<file path="src/rtl/hkspi_pkg.sv">
// Shared definitions for the housekeeping SPI responder: command field layout,
// command modes and the transaction state encoding.
package hkspi_pkg;

    typedef enum logic [1:0] {
        CMD_NOP   = 2'b00,
        CMD_READ  = 2'b01,
        CMD_WRITE = 2'b10,
        CMD_RW    = 2'b11
    } cmd_mode_t;

    typedef enum logic [2:0] {
        S_IDLE,
        S_CMD,
        S_ADDR,
        S_DATA,
        S_DONE
    } state_t;

    localparam int CMD_MODE_MSB = 7;
    localparam int CMD_MODE_LSB = 6;
    localparam int CMD_N_MSB    = 5;
    localparam int CMD_N_LSB    = 3;

    function automatic logic mode_reads(input cmd_mode_t mode);
        return (mode == CMD_READ) || (mode == CMD_RW);
    endfunction

    function automatic logic mode_writes(input cmd_mode_t mode);
        return (mode == CMD_WRITE) || (mode == CMD_RW);
    endfunction

endpackage

</file>
<file path="src/rtl/hkspi_sync_edge.sv">
// Multi-flop synchronizer for an asynchronous pin, with one extra delayed copy
// used to produce single-cycle rise and fall pulses in the core clock domain.
module hkspi_sync_edge #(
    parameter int SYNC_STAGES = 2
) (
    input  logic clock,
    input  logic reset,
    input  logic async_in,
    output logic rise,
    output logic fall
);

    logic [SYNC_STAGES-1:0] sync_q, sync_d;
    logic                   dly_q, dly_d;

    always_comb begin
        sync_d = {sync_q[SYNC_STAGES-2:0], async_in};
        dly_d  = sync_q[SYNC_STAGES-1];
    end

    always_ff @(posedge clock) begin
        if (reset) begin
            sync_q <= '0;
            dly_q  <= 1'b0;
        end else begin
            sync_q <= sync_d;
            dly_q  <= dly_d;
        end
    end

    assign rise = sync_q[SYNC_STAGES-1] & ~dly_q;
    assign fall = ~sync_q[SYNC_STAGES-1] & dly_q;

endmodule

</file>
<file path="src/rtl/hkspi_responder.sv">
// SPI mode-0 responder giving an external host byte-wide access to the
// housekeeping register bank, with auto-incrementing address and optional byte limit.
module hkspi_responder
    import hkspi_pkg::*;
#(
    parameter int SYNC_STAGES = 2,
    parameter int ADDR_W      = 8
) (
    input  logic              clock,
    input  logic              reset,
    input  logic              spi_sck,
    input  logic              spi_csb,
    input  logic              spi_sdi,
    output logic              spi_sdo,
    output logic              spi_sdo_oe,
    output logic [ADDR_W-1:0] reg_addr,
    output logic [7:0]        reg_wdata,
    output logic              reg_we,
    output logic              reg_re,
    input  logic [7:0]        reg_rdata,
    output logic              busy
);

    logic sck_rise, sck_fall, csb_rise, csb_fall;

    hkspi_sync_edge #(.SYNC_STAGES(SYNC_STAGES)) u_sck_sync (
        .clock    (clock),
        .reset    (reset),
        .async_in (spi_sck),
        .rise     (sck_rise),
        .fall     (sck_fall)
    );

    hkspi_sync_edge #(.SYNC_STAGES(SYNC_STAGES)) u_csb_sync (
        .clock    (clock),
        .reset    (reset),
        .async_in (spi_csb),
        .rise     (csb_rise),
        .fall     (csb_fall)
    );

    logic [SYNC_STAGES-1:0] sdi_sync_q, sdi_sync_d;
    state_t                 state_q, state_d;
    cmd_mode_t              mode_q, mode_d;
    logic [2:0]             nbytes_q, nbytes_d;
    logic [2:0]             bitcnt_q, bitcnt_d;
    logic [2:0]             bytecnt_q, bytecnt_d;
    logic [7:0]             rx_q, rx_d;
    logic [7:0]             tx_q, tx_d;
    logic [7:0]             wdata_q, wdata_d;
    logic [ADDR_W-1:0]      addr_q, addr_d;
    logic                   inc_pend_q, inc_pend_d;
    logic                   load_pend_q, load_pend_d;
    logic                   sdo_q, sdo_d;
    logic                   sdo_oe_q, sdo_oe_d;
    logic                   we_q, we_d;
    logic                   re_q, re_d;
    logic                   busy_q, busy_d;
    logic [7:0]             rx_byte;
    logic                   last_bit;

    // Byte completion schedules the write strobe first, then the address
    // increment and read prefetch, so a read+write byte sees the old contents.
    always_comb begin
        sdi_sync_d  = {sdi_sync_q[SYNC_STAGES-2:0], spi_sdi};
        rx_byte     = {rx_q[6:0], sdi_sync_q[SYNC_STAGES-1]};
        last_bit    = (bitcnt_q == 3'd7);

        state_d     = state_q;
        mode_d      = mode_q;
        nbytes_d    = nbytes_q;
        bitcnt_d    = bitcnt_q;
        bytecnt_d   = bytecnt_q;
        rx_d        = rx_q;
        tx_d        = tx_q;
        wdata_d     = wdata_q;
        addr_d      = addr_q;
        sdo_d       = sdo_q;
        sdo_oe_d    = sdo_oe_q;
        inc_pend_d  = 1'b0;
        load_pend_d = re_q;
        we_d        = 1'b0;
        re_d        = 1'b0;

        if (load_pend_q) begin
            tx_d = reg_rdata;
        end

        if (inc_pend_q) begin
            addr_d = addr_q + ADDR_W'(1);
            re_d   = mode_reads(mode_q) && (state_q == S_DATA);
        end

        case (state_q)
            S_IDLE: begin
                sdo_oe_d = 1'b0;
                if (csb_fall) begin
                    state_d   = S_CMD;
                    bitcnt_d  = 3'd0;
                    bytecnt_d = 3'd0;
                end
            end
            S_CMD: begin
                if (sck_rise) begin
                    rx_d     = rx_byte;
                    bitcnt_d = bitcnt_q + 3'd1;
                    if (last_bit) begin
                        mode_d   = cmd_mode_t'(rx_byte[CMD_MODE_MSB:CMD_MODE_LSB]);
                        nbytes_d = rx_byte[CMD_N_MSB:CMD_N_LSB];
                        state_d  = (cmd_mode_t'(rx_byte[CMD_MODE_MSB:CMD_MODE_LSB]) == CMD_NOP)
                                   ? S_DONE : S_ADDR;
                    end
                end
            end
            S_ADDR: begin
                if (sck_rise) begin
                    rx_d     = rx_byte;
                    bitcnt_d = bitcnt_q + 3'd1;
                    if (last_bit) begin
                        addr_d  = ADDR_W'(rx_byte);
                        re_d    = mode_reads(mode_q);
                        state_d = S_DATA;
                    end
                end
            end
            S_DATA: begin
                if (sck_fall && mode_reads(mode_q)) begin
                    sdo_d    = tx_q[3'd7 - bitcnt_q];
                    sdo_oe_d = 1'b1;
                end
                if (sck_rise) begin
                    rx_d     = rx_byte;
                    bitcnt_d = bitcnt_q + 3'd1;
                    if (last_bit) begin
                        we_d       = mode_writes(mode_q);
                        wdata_d    = mode_writes(mode_q) ? rx_byte : wdata_q;
                        inc_pend_d = 1'b1;
                        bytecnt_d  = bytecnt_q + 3'd1;
                        if ((nbytes_q != 3'd0) && ((bytecnt_q + 3'd1) == nbytes_q)) begin
                            state_d = S_DONE;
                        end
                    end
                end
            end
            S_DONE: begin
                sdo_oe_d = 1'b0;
            end
            default: begin
                state_d = S_IDLE;
            end
        endcase

        if (csb_rise) begin
            state_d     = S_IDLE;
            bitcnt_d    = 3'd0;
            sdo_oe_d    = 1'b0;
            we_d        = 1'b0;
            re_d        = 1'b0;
            inc_pend_d  = 1'b0;
            load_pend_d = 1'b0;
        end

        busy_d = (state_d != S_IDLE);
    end

    always_ff @(posedge clock) begin
        if (reset) begin
            sdi_sync_q  <= '0;
            state_q     <= S_IDLE;
            mode_q      <= CMD_NOP;
            nbytes_q    <= 3'd0;
            bitcnt_q    <= 3'd0;
            bytecnt_q   <= 3'd0;
            rx_q        <= 8'd0;
            tx_q        <= 8'd0;
            wdata_q     <= 8'd0;
            addr_q      <= '0;
            inc_pend_q  <= 1'b0;
            load_pend_q <= 1'b0;
            sdo_q       <= 1'b0;
            sdo_oe_q    <= 1'b0;
            we_q        <= 1'b0;
            re_q        <= 1'b0;
            busy_q      <= 1'b0;
        end else begin
            sdi_sync_q  <= sdi_sync_d;
            state_q     <= state_d;
            mode_q      <= mode_d;
            nbytes_q    <= nbytes_d;
            bitcnt_q    <= bitcnt_d;
            bytecnt_q   <= bytecnt_d;
            rx_q        <= rx_d;
            tx_q        <= tx_d;
            wdata_q     <= wdata_d;
            addr_q      <= addr_d;
            inc_pend_q  <= inc_pend_d;
            load_pend_q <= load_pend_d;
            sdo_q       <= sdo_d;
            sdo_oe_q    <= sdo_oe_d;
            we_q        <= we_d;
            re_q        <= re_d;
            busy_q      <= busy_d;
        end
    end

    assign spi_sdo    = sdo_q;
    assign spi_sdo_oe = sdo_oe_q;
    assign reg_addr   = addr_q;
    assign reg_wdata  = wdata_q;
    assign reg_we     = we_q;
    assign reg_re     = re_q;
    assign busy       = busy_q;

endmodule

</file>
<file path="config.mk">
export PLATFORM = sky130hd
export DESIGN_NAME = hkspi_responder
export DESIGN_NICKNAME = d
export VERILOG_FILES = /design/src/rtl/hkspi_pkg.sv /design/src/rtl/hkspi_sync_edge.sv /design/src/rtl/hkspi_responder.sv
export SDC_FILE = /design/constraint.sdc
export NUM_CORES = 1
export LEC_CHECK = 0
export ABC_AREA = 1
export BUFFER_PORTS_ARGS = -buffer_cell sky130_fd_sc_hd__buf_2
export CAP_MARGIN = 20
export CORE_MARGIN = 4
export CORE_UTILIZATION = 40
export DETAILED_ROUTE_END_ITERATION = 8
export PLACE_DENSITY = 0.68
export SLEW_MARGIN = 5
export SYNTH_ARGS = -nofsm -noshare
export SYNTH_HDL_FRONTEND = slang
export SYNTH_SLANG_ARGS = --single-unit
</file>
<file path="constraint.sdc">
create_clock -name clock -period 2.06 [get_ports clock]
set_clock_uncertainty 0.15 [all_clocks]
set_input_delay 0.206 -clock clock [delete_from_list [all_inputs] [get_ports clock]]
set_output_delay 0.206 -clock clock [all_outputs]
set_load 0.01 [all_outputs]
</file>
### Word-level counts from Yosys, hierarchy flattened

Cells that the tools add are included.

| operators by class | value |
|---|---|
| reductions and logical operators | 24 |
| eq/ne operators | 14 |
| mux-type cells | 30 |
| add/subtract/negate cells | 4 |
| order comparisons | 1 |
| bitwise gates (word level) | 11 |

Operator list:

| kind | count |
|---|---|
| 3-bit 2-to-1 mux | 14 |
| 8-bit 2-to-1 mux | 4 |
| 3-bit one-hot mux with 5 select lines | 1 |
| 3-bit one-hot mux with 2 select lines | 2 |
| 8-bit by 1-bit adder with 8-bit output (second input constant) | 1 |
| 4-bit AND reduction | 2 |
| 1-bit 2-to-1 mux | 7 |
| 1-bit inverter | 7 |
| 3-bit by 1-bit adder with 3-bit output (second input constant) | 2 |
| 3-bit by 2-bit equality test with 1-bit output (second input constant) | 2 |
| 3-bit equality test (second input constant) | 2 |
| 2-bit inequality test (second input constant) | 3 |
| 2-bit AND reduction | 3 |
| 3-bit AND reduction | 2 |
| 2-bit nonzero test | 3 |
| 3-bit nonzero test | 2 |
| 5-bit OR reduction | 1 |
| 1-bit AND | 4 |
| 2-bit equality test (second input constant) | 2 |
| 3-bit by 4-bit < comparator with 1-bit output (second input constant) | 1 |
| 2-bit by 1-bit inequality test with 1-bit output (second input constant) | 2 |
| 2-bit OR reduction | 2 |
| 4-bit OR reduction | 1 |
| 1-bit binary-select mux with 3-bit select | 1 |
| 10 further kinds | 13 |

| word-level totals | value |
|---|---|
| word-level logic and storage cells | 105 |
| output and inout port bits | 21 |
| input port bits | 13 |
| flip-flop bits (word level) | 60 |

### Logic depth before layout (Yosys ltp)

Gate-level depths: netlist of the first run.

| depth | value |
|---|---|
| word-level depth | 9 |
| gate-level depth with buffers | 11 |
| mapped depth without buffers | 11 |

### Hierarchy

Synthesis of the first run repeated with hierarchy kept, for this count alone.

| second synthesis, totals | value |
|---|---|
| cell total of the unflattened synthesis | 335 |
| area, all modules | 2,531.2 um^2 |

By module, submodules not included:

| module | area an instance (um^2) | seq. area each (um^2) | cells each | times used |
|---|---|---|---|---|
| hkspi_responder | 2,343.5 | 1,081.0 | 311 | 1 |
| hkspi_sync_edge | 93.8 | 60.1 | 12 | 2 |

### Worst setup path before layout of the first run

OpenSTA, ideal clock, no wires.

| path | value |
|---|---|
| path type | register -> register |
| start point | reg bitcnt_q[0] |
| end point | reg addr_q[0], in the netlist reg_addr[0] |
| data required time | 1.790 ns |
| setup slack | 0.333 ns |
| clock period less this slack | 1.727 ns |
| data arrival time | 1.457 ns |
| cell stages (with the launch flop) | 9 |
| setup time | 0.120 ns |
| buffers on the path | 1 |
| cell sequence | dfxtp_1 > ha_1 > ha_1 > inv_1 > nor2_1 > nand2_1 > buf_2 > o21ai_0 > a21oi_1 |

| on the way | value |
|---|---|
| word-level cells in the longest chain between the ends | 4 |

Ends and longest elaborated chain:

| item | line | text |
|---|---|---|
| start: declaration | hkspi_responder.sv:46 | `logic [2:0] bitcnt_q, bitcnt_d;` |
| start signal: assignment | hkspi_responder.sv:190 | `bitcnt_q <= bitcnt_d;` |
| 3-bit equality test | hkspi_responder.sv:67 | `last_bit = (bitcnt_q == 3'd7);` |
| named net last_bit | hkspi_responder.sv:60 | `logic last_bit;` |
| 8-bit 2-to-1 mux | hkspi_responder.sv:119 | `if (last_bit) begin` |
| 8-bit 2-to-1 mux | hkspi_responder.sv:116 | `if (sck_rise) begin` |
| 8-bit 2-to-1 mux | hkspi_responder.sv:94 | `case (state_q)` |
| end signal: assignment | hkspi_responder.sv:195 | `addr_q <= addr_d;` |
| end: declaration | hkspi_responder.sv:51 | `logic [ADDR_W-1:0] addr_q, addr_d;` |

The timed path passes the listed nets, and every way through them passes these cells.
A chain may end at the register's enable or synchronous reset.

### Worst setup path in the final report of the first run

| path | value |
|---|---|
| start point | reg bitcnt_q[2] |
| end point | reg addr_q[6], in the netlist reg_addr[6] |

Same word-level chain as after synthesis.

==> results of run 1 <==
[critical path: stages, from the launching register on]
cell and delay, ps:
dfxtp_1 440, ha_1 210, inv_1 40, nor2_1 260
nand2_2 220, inv_2 160, a21oi_1 80, o21ai_1 90
inv_1 50
[layout by cell type (no fill, tap or decap), drive strengths merged]
master and n:
or2 1, inv 45, nand3 9, xor2 4, clkinvlp 2, clkinv 4
nor3b 1, nand2 42, nand4 2, nor3 5, ha 4, xnor2 2
bufinv 2, mux2 1, nor4 1, a21oi 30, dfxtp 60, nor2 68
dlygate4sd3 10, o21ai 48, clkbuf 9, buf 36
[timing repair]
action	CTS	global route
hold buffers	10	0
hold endpoints to repair	10	0
setup endpoints to repair	0	10
gates resized for setup	0	1
[area by class of cell]
cell class	count	area (µm²)
clock inverters	7	101
repair buffers	46	300
fillers	591	2880
inverters	46	173
well taps	75	93.8
clock buffers	9	124
multi-input cells	218	1080
flip-flops and latches	60	1200
[cell families (layout without fill, tap and decap cells)]
| logic type | after synthesis | after routing |
|---|---|---|
| compound gates | 78 | 78 |
| flops | 60 | 60 |
| xor+xnor | 6 | 6 |
| fa+ha+maj | 4 | 4 |
| simple gates | 129 | 129 |
| buf+inv | 52 | 108 |
| mux | 1 | 1 |
[synthesized netlist by cell type (all sizes together)]
master	number
ha	4
a21oi	30
buf	2
nor3	5
nor2	68
inv	45
dfxtp	60
o21ai	48
nand3	9
nor3b	1
clkbuf	4
nand2	42
nor4	1
mux2	1
nand4	2
or2	1
xnor2	2
clkinv	1
xor2	4
[report_power, final]
| group | total, mW | switching (mW) | internal [mW] | leakage [nW] |
|---|---|---|---|---|
| Clock | 1.18 | 0.492 | 0.685 | 0.106 |
| Sequential | 1.18 | 0.00626 | 1.17 | 0.485 |
| Combinational | 0.0844 | 0.0454 | 0.0390 | 0.882 |
[worst min-delay path by stage]
stage | endpoint | slack [ps] | start | cells past startpoint
2_1_floorplan | sdi_sync_q[0] | 160 | spi_sdi | 2
3_3_place_gp | u_csb_sync.sync_q[1] | 240 | u_csb_sync.sync_q[0] | 2
3_5_place_dp | u_sck_sync.sync_q[1] | 250 | u_sck_sync.sync_q[0] | 2
4_1_cts | tx_q[6] | 0.06 | reg_rdata[6] | 3
5_1_grt | tx_q[6] | 20 | reg_rdata[6] | 3
6_report | tx_q[6] | 10 | reg_rdata[6] | 3
[through the flow]
stage,power [mW],setup WS [ps],cell area (µm²),utilization [%],std cells
global placement,1.27,294,2750,46.2,435
floorplan,1.24,333,2480,-,330
global route,2.52,2.50,3080,51.7,461
finish,2.44,257,3080,51.7,461
CTS,2.47,154,3070,51.6,461
detailed placement,1.27,202,2750,46.2,435
[per-layer routing]
layer | track usage (%) | share of wire [%]
met5 | 0 | 0
met4 | 5.67 | 1.5
met3 | 6.27 | 5.6
met2 | 26.4 | 47
met1 | 19.8 | 46
[registers in the layout (all words and copies together) (netlist names), 2 cells and up]
signal and flops:
bitcnt_q 3, sdi_sync_q 2, rx_q 7, tx_q 8
nbytes_q 3, state_q 3, mode_q 2, u_sck_sync.sync_q 2
reg_wdata 8, reg_addr 8, u_csb_sync.sync_q 2, bytecnt_q 3
==> impl_metrics.tcl, run 1 <==
set metrics [dict create \
    grt_max_degree 25 \
    period_share_pct 87.5 \
    start_util_pct 41.6 \
    finalWeightedCongestion 0.824 \
    synth_compound_area_share_pct 15.7 \
    synth_xor_xnor_area_share_pct 2.12 \
    synth.distinct_cells 27 \
    cts-root-buf "clkbuf_8" \
    critical_path.endpoint "reg_addr[6]" \
    syn_inst 330 \
    drtIter0Drc 146 \
    routed_wl_um 5480 \
    grt_pass1_wl_um 9530 \
    worst-r2r-setup-slack_ps 260 \
    overflow 0 \
    vias 2181 \
    die_x_um 86.7 \
    peakVddDrop_uv 641 \
    startpoint_type "flop" \
    antenna_found_initial 0 \
    clk_pin_slew_ps 70 \
    min_period_ps 1800 \
    synth_area_um2 2480 \
    yosysWarnings 0 \
    drc_errors 0 \
    holdWs_ps 12.9 \
    synth-simple-area-share_pct 23.3 \
    drv_cap 0 \
    grt_pass1_vias 2118 \
    r2r_start "bitcnt_q[2]" \
    cts_buffer_depth 2 \
    leakage_nw 1.47 \
    r2r_cells 8 \
    ant_nets 0 \
    synth_top_family_by_area "simple AND/OR/NAND/NOR gates" \
    worstMarginPinSlew_ps 661 \
    core_region_area_um2 5960 \
    wl_per_cell_um 11.9 \
    syn_nets 347 \
    numClockSinks 60 \
    synth.area.top_cells "dfxtp_1, nor2_1, o21ai_0" \
    cp.required_ps 2160 \
    hold_viol 0 \
    dp_hpwl_um 3930 \
    postCtsSetupBuffers 0 \
    synth_top_cell_by_area "dfxtp_1" \
    cts_buffers 9 \
    yosys_register_bits 60 \
    outcome "finished, final reports clean" \
    cts_tree "yes" \
    muxShareOfSynthArea_pct 0.454 \
    rows 28 \
    critPathArrivalTime_ps 1900 \
    layout-drive-gt1-share_pct 17.4 \
    timing.final.max_slew_violations 0 \
    grtUsageTotal_pct 16.3 \
    insertion_delay_ps 350 \
    portBuffers 33 \
    reg2reg_to "reg_addr[6]" \
    via_per_inst 4.73 \
    dieArea_um2 7520 \
    avgSynthCellArea_um2 7.51 \
    dr.pass1.iters 4 \
    synth-seq-area-share_pct 48.4 \
    cp-startpoint "bitcnt_q[2]" \
    hold_path_class "in2reg" \
    cp-end-kind "flop" \
    tns_ps 0 \
    n_antenna_cell 0 \
    yosysTopAreaCellShare_pct 48.4 \
    crit_path_max_fanout 12 \
    slew_headroom_pct 55.5 \
    rsz0062_at_grt "no" \
    setup_viol 0 \
    max_freq_mhz 555 \
    area_growth_syn_to_layout_pct 24.1 \
    nets 398 \
    num_io_pins 34 \
    crit_type "reg2reg" \
    p_per_area_nw_per_um2 792 \
    fp.dieH_um 86.7 \
    htree_levels 3 \
    synth_fa_ha_area_share_pct 2.02 \
]
(Power assumes the default switching activity.)
==> run 2, diff against run 1 <==
--- a/config.mk
+++ b/config.mk
@@ -6,12 +6,14 @@
 export NUM_CORES = 1
 export LEC_CHECK = 0
 export ABC_AREA = 1
-export BUFFER_PORTS_ARGS = -buffer_cell sky130_fd_sc_hd__buf_2
 export CAP_MARGIN = 20
+export CELL_PAD_IN_SITES_DETAIL_PLACEMENT = 0
+export CELL_PAD_IN_SITES_GLOBAL_PLACEMENT = 2
 export CORE_MARGIN = 4
-export CORE_UTILIZATION = 40
+export CORE_UTILIZATION = 35
 export DETAILED_ROUTE_END_ITERATION = 8
-export PLACE_DENSITY = 0.68
+export DONT_BUFFER_PORTS = 1
+export PLACE_DENSITY = 0.85
 export SLEW_MARGIN = 5
 export SYNTH_ARGS = -nofsm -noshare
 export SYNTH_HDL_FRONTEND = slang
==> impl_metrics.tcl, run 2 (synthesis results as in run 1) <==
set metrics [dict create \
    placedCellCount 424 \
    min_period_ps 1820 \
    setup_viol 0 \
    drc_errors 0 \
    path_cells "ha_1, inv_1, nor2_1, nand2_2, inv_2, a21oi_1, o21ai_0, inv_1" \
    slowest_stage "dfxtp_1" \
    drv_cap 0 \
    cts_tree "yes" \
    leakage_nw 1.32 \
    n_antenna_cell 0 \
    drtIter0Drc 46 \
    slowest_delay_ps 450 \
    portBuffers 0 \
    grt_pass1_wl_um 9710 \
    stdcell_count 452 \
    critPathTopFamily "simple AND/OR/NAND/NOR gates" \
    antenna_found_initial 0 \
    grt_pass1_vias 2072 \
    max_freq_mhz 548 \
    hold_viol 0 \
    die_x_um 92.2 \
    worstMarginPinSlew_ps 578 \
    dpl_cell_area_um2 2620 \
    core_region_area_um2 6830 \
    via_per_inst 4.53 \
    numClockSinks 60 \
    cts_buffer_depth 2 \
    outcome "finished, final reports clean" \
    tns_ps 0 \
    cts_buffers 9 \
    start_util_pct 36.3 \
    slew_headroom_pct 61.1 \
    finalWeightedCongestion 0.774 \
    hold_path_class "in2reg" \
    vias 2047 \
    p_per_area_nw_per_um2 817 \
    ant_nets 0 \
    htree_levels 3 \
    routed_wl_um 5540 \
    area_growth_syn_to_layout_pct 19.3 \
    crit_type "reg2reg" \
    cpMostUsedCell "inv_1" \
    dieArea_um2 8500 \
    dr.pass1.iters 4 \
    peakVddDrop_uv 431 \
    startpoint_type "flop" \
    crit_path_max_fanout 12 \
    nets 368 \
    mostFrequentLayoutCells "nor2_1, dfxtp_1, o21ai_0" \
    postCtsSetupBuffers 0 \
    clk_pin_slew_ps 70 \
    rows 30 \
    layout-drive-gt1-share_pct 9.27 \
    critPathArrivalTime_ps 1900 \
    design_area_um2 2960 \
    mostFrequentLayoutCell "nor2_1" \
    period_share_pct 88.6 \
    cts-root-buf "clkbuf_8" \
    grt_max_degree 30 \
    wl_per_cell_um 12.3 \
    timing.final.max_slew_violations 0 \
    cp-end-kind "flop" \
    grtUsageTotal_pct 14.6 \
    num_io_pins 34 \
    overflow 0 \
    insertion_delay_ps 330 \
    path_buf_inv 3 \
    rsz0062_at_grt "no" \
    fp.dieH_um 92.2 \
    cp.required_ps 2140 \
    dp_hpwl_um 3950 \
]
==> run 2: cell types whose count changed in the layout (fill, tap and decap cells not counted), sizes merged <==
cell,delta
buf,-32
clkinvlp,-1
dlygate4sd3,+2
clkinv,-2
clkbuf,+3
==> run 2: per-layer routing <==
layer	vias up	GRT usage, %	routed length [µm]
met3	11	3.77	246
met1	909	17.8	2650
met2	34	23.6	2510
met4	0	7.43	129
li1	1093	-	-
met5	-	0	0
==> run 2: worst paths after layout <==
| check | start | endpoint | slack, ps | cells after the start |
|---|---|---|---|---|
| worst max-delay path | bitcnt_q[2] | reg_addr[5] | 240 | 8 |
| worst max register to register | bitcnt_q[2] | reg_addr[5] | 240 | 8 |
| worst min-delay path | reset | tx_q[7] | 40 | 3 |
| worst min register to register | u_sck_sync.sync_q[0] | u_sck_sync.sync_q[1] | 260 | 2 |
==> run 2: metrics by stage <==
step	hold WS (ps)	utilization (%)	setup WS (ps)	total power, mW
final	38.9	43.3	235	2.42
after global routing	67.2	43.3	25.3	2.51
after CTS	38.1	43.3	94.1	2.45
after detailed placement	134	38.3	118	1.26
after global placement	135	38.3	219	1.26
after floorplan	163	-	333	1.24
==> run 2: repair_timing <==
action                                  CTS  global route
hold endpoints to repair                 21             0
resized for setup                         0             1
endpoints found under the setup margin    0             4
hold buffers                             12             0
==> run 2: cell type report <==
cell class                      count  area [µm²]
Tap cell                           96         120
Fill cell                         745        3870
Clock buffer                       12         145
Sequential cell                    60        1200
Timing Repair Buffer               16         163
Multi-Input combinational cell    218        1080
Inverter                           46         173
Clock inverter                      4        72.6
==> run 2: where the power goes <==
| group | switching, mW | total, mW | internal (mW) |
|---|---|---|---|
| sequential | 0.00642 | 1.18 | 1.17 |
| combinational | 0.0424 | 0.0762 | 0.0338 |
| clock | 0.451 | 1.16 | 0.713 |
==> run 2: tightest hold or removal path, stage by stage <==
cell     delay (ps)
inv_1           120
o21ai_0         120
nor2_1           40
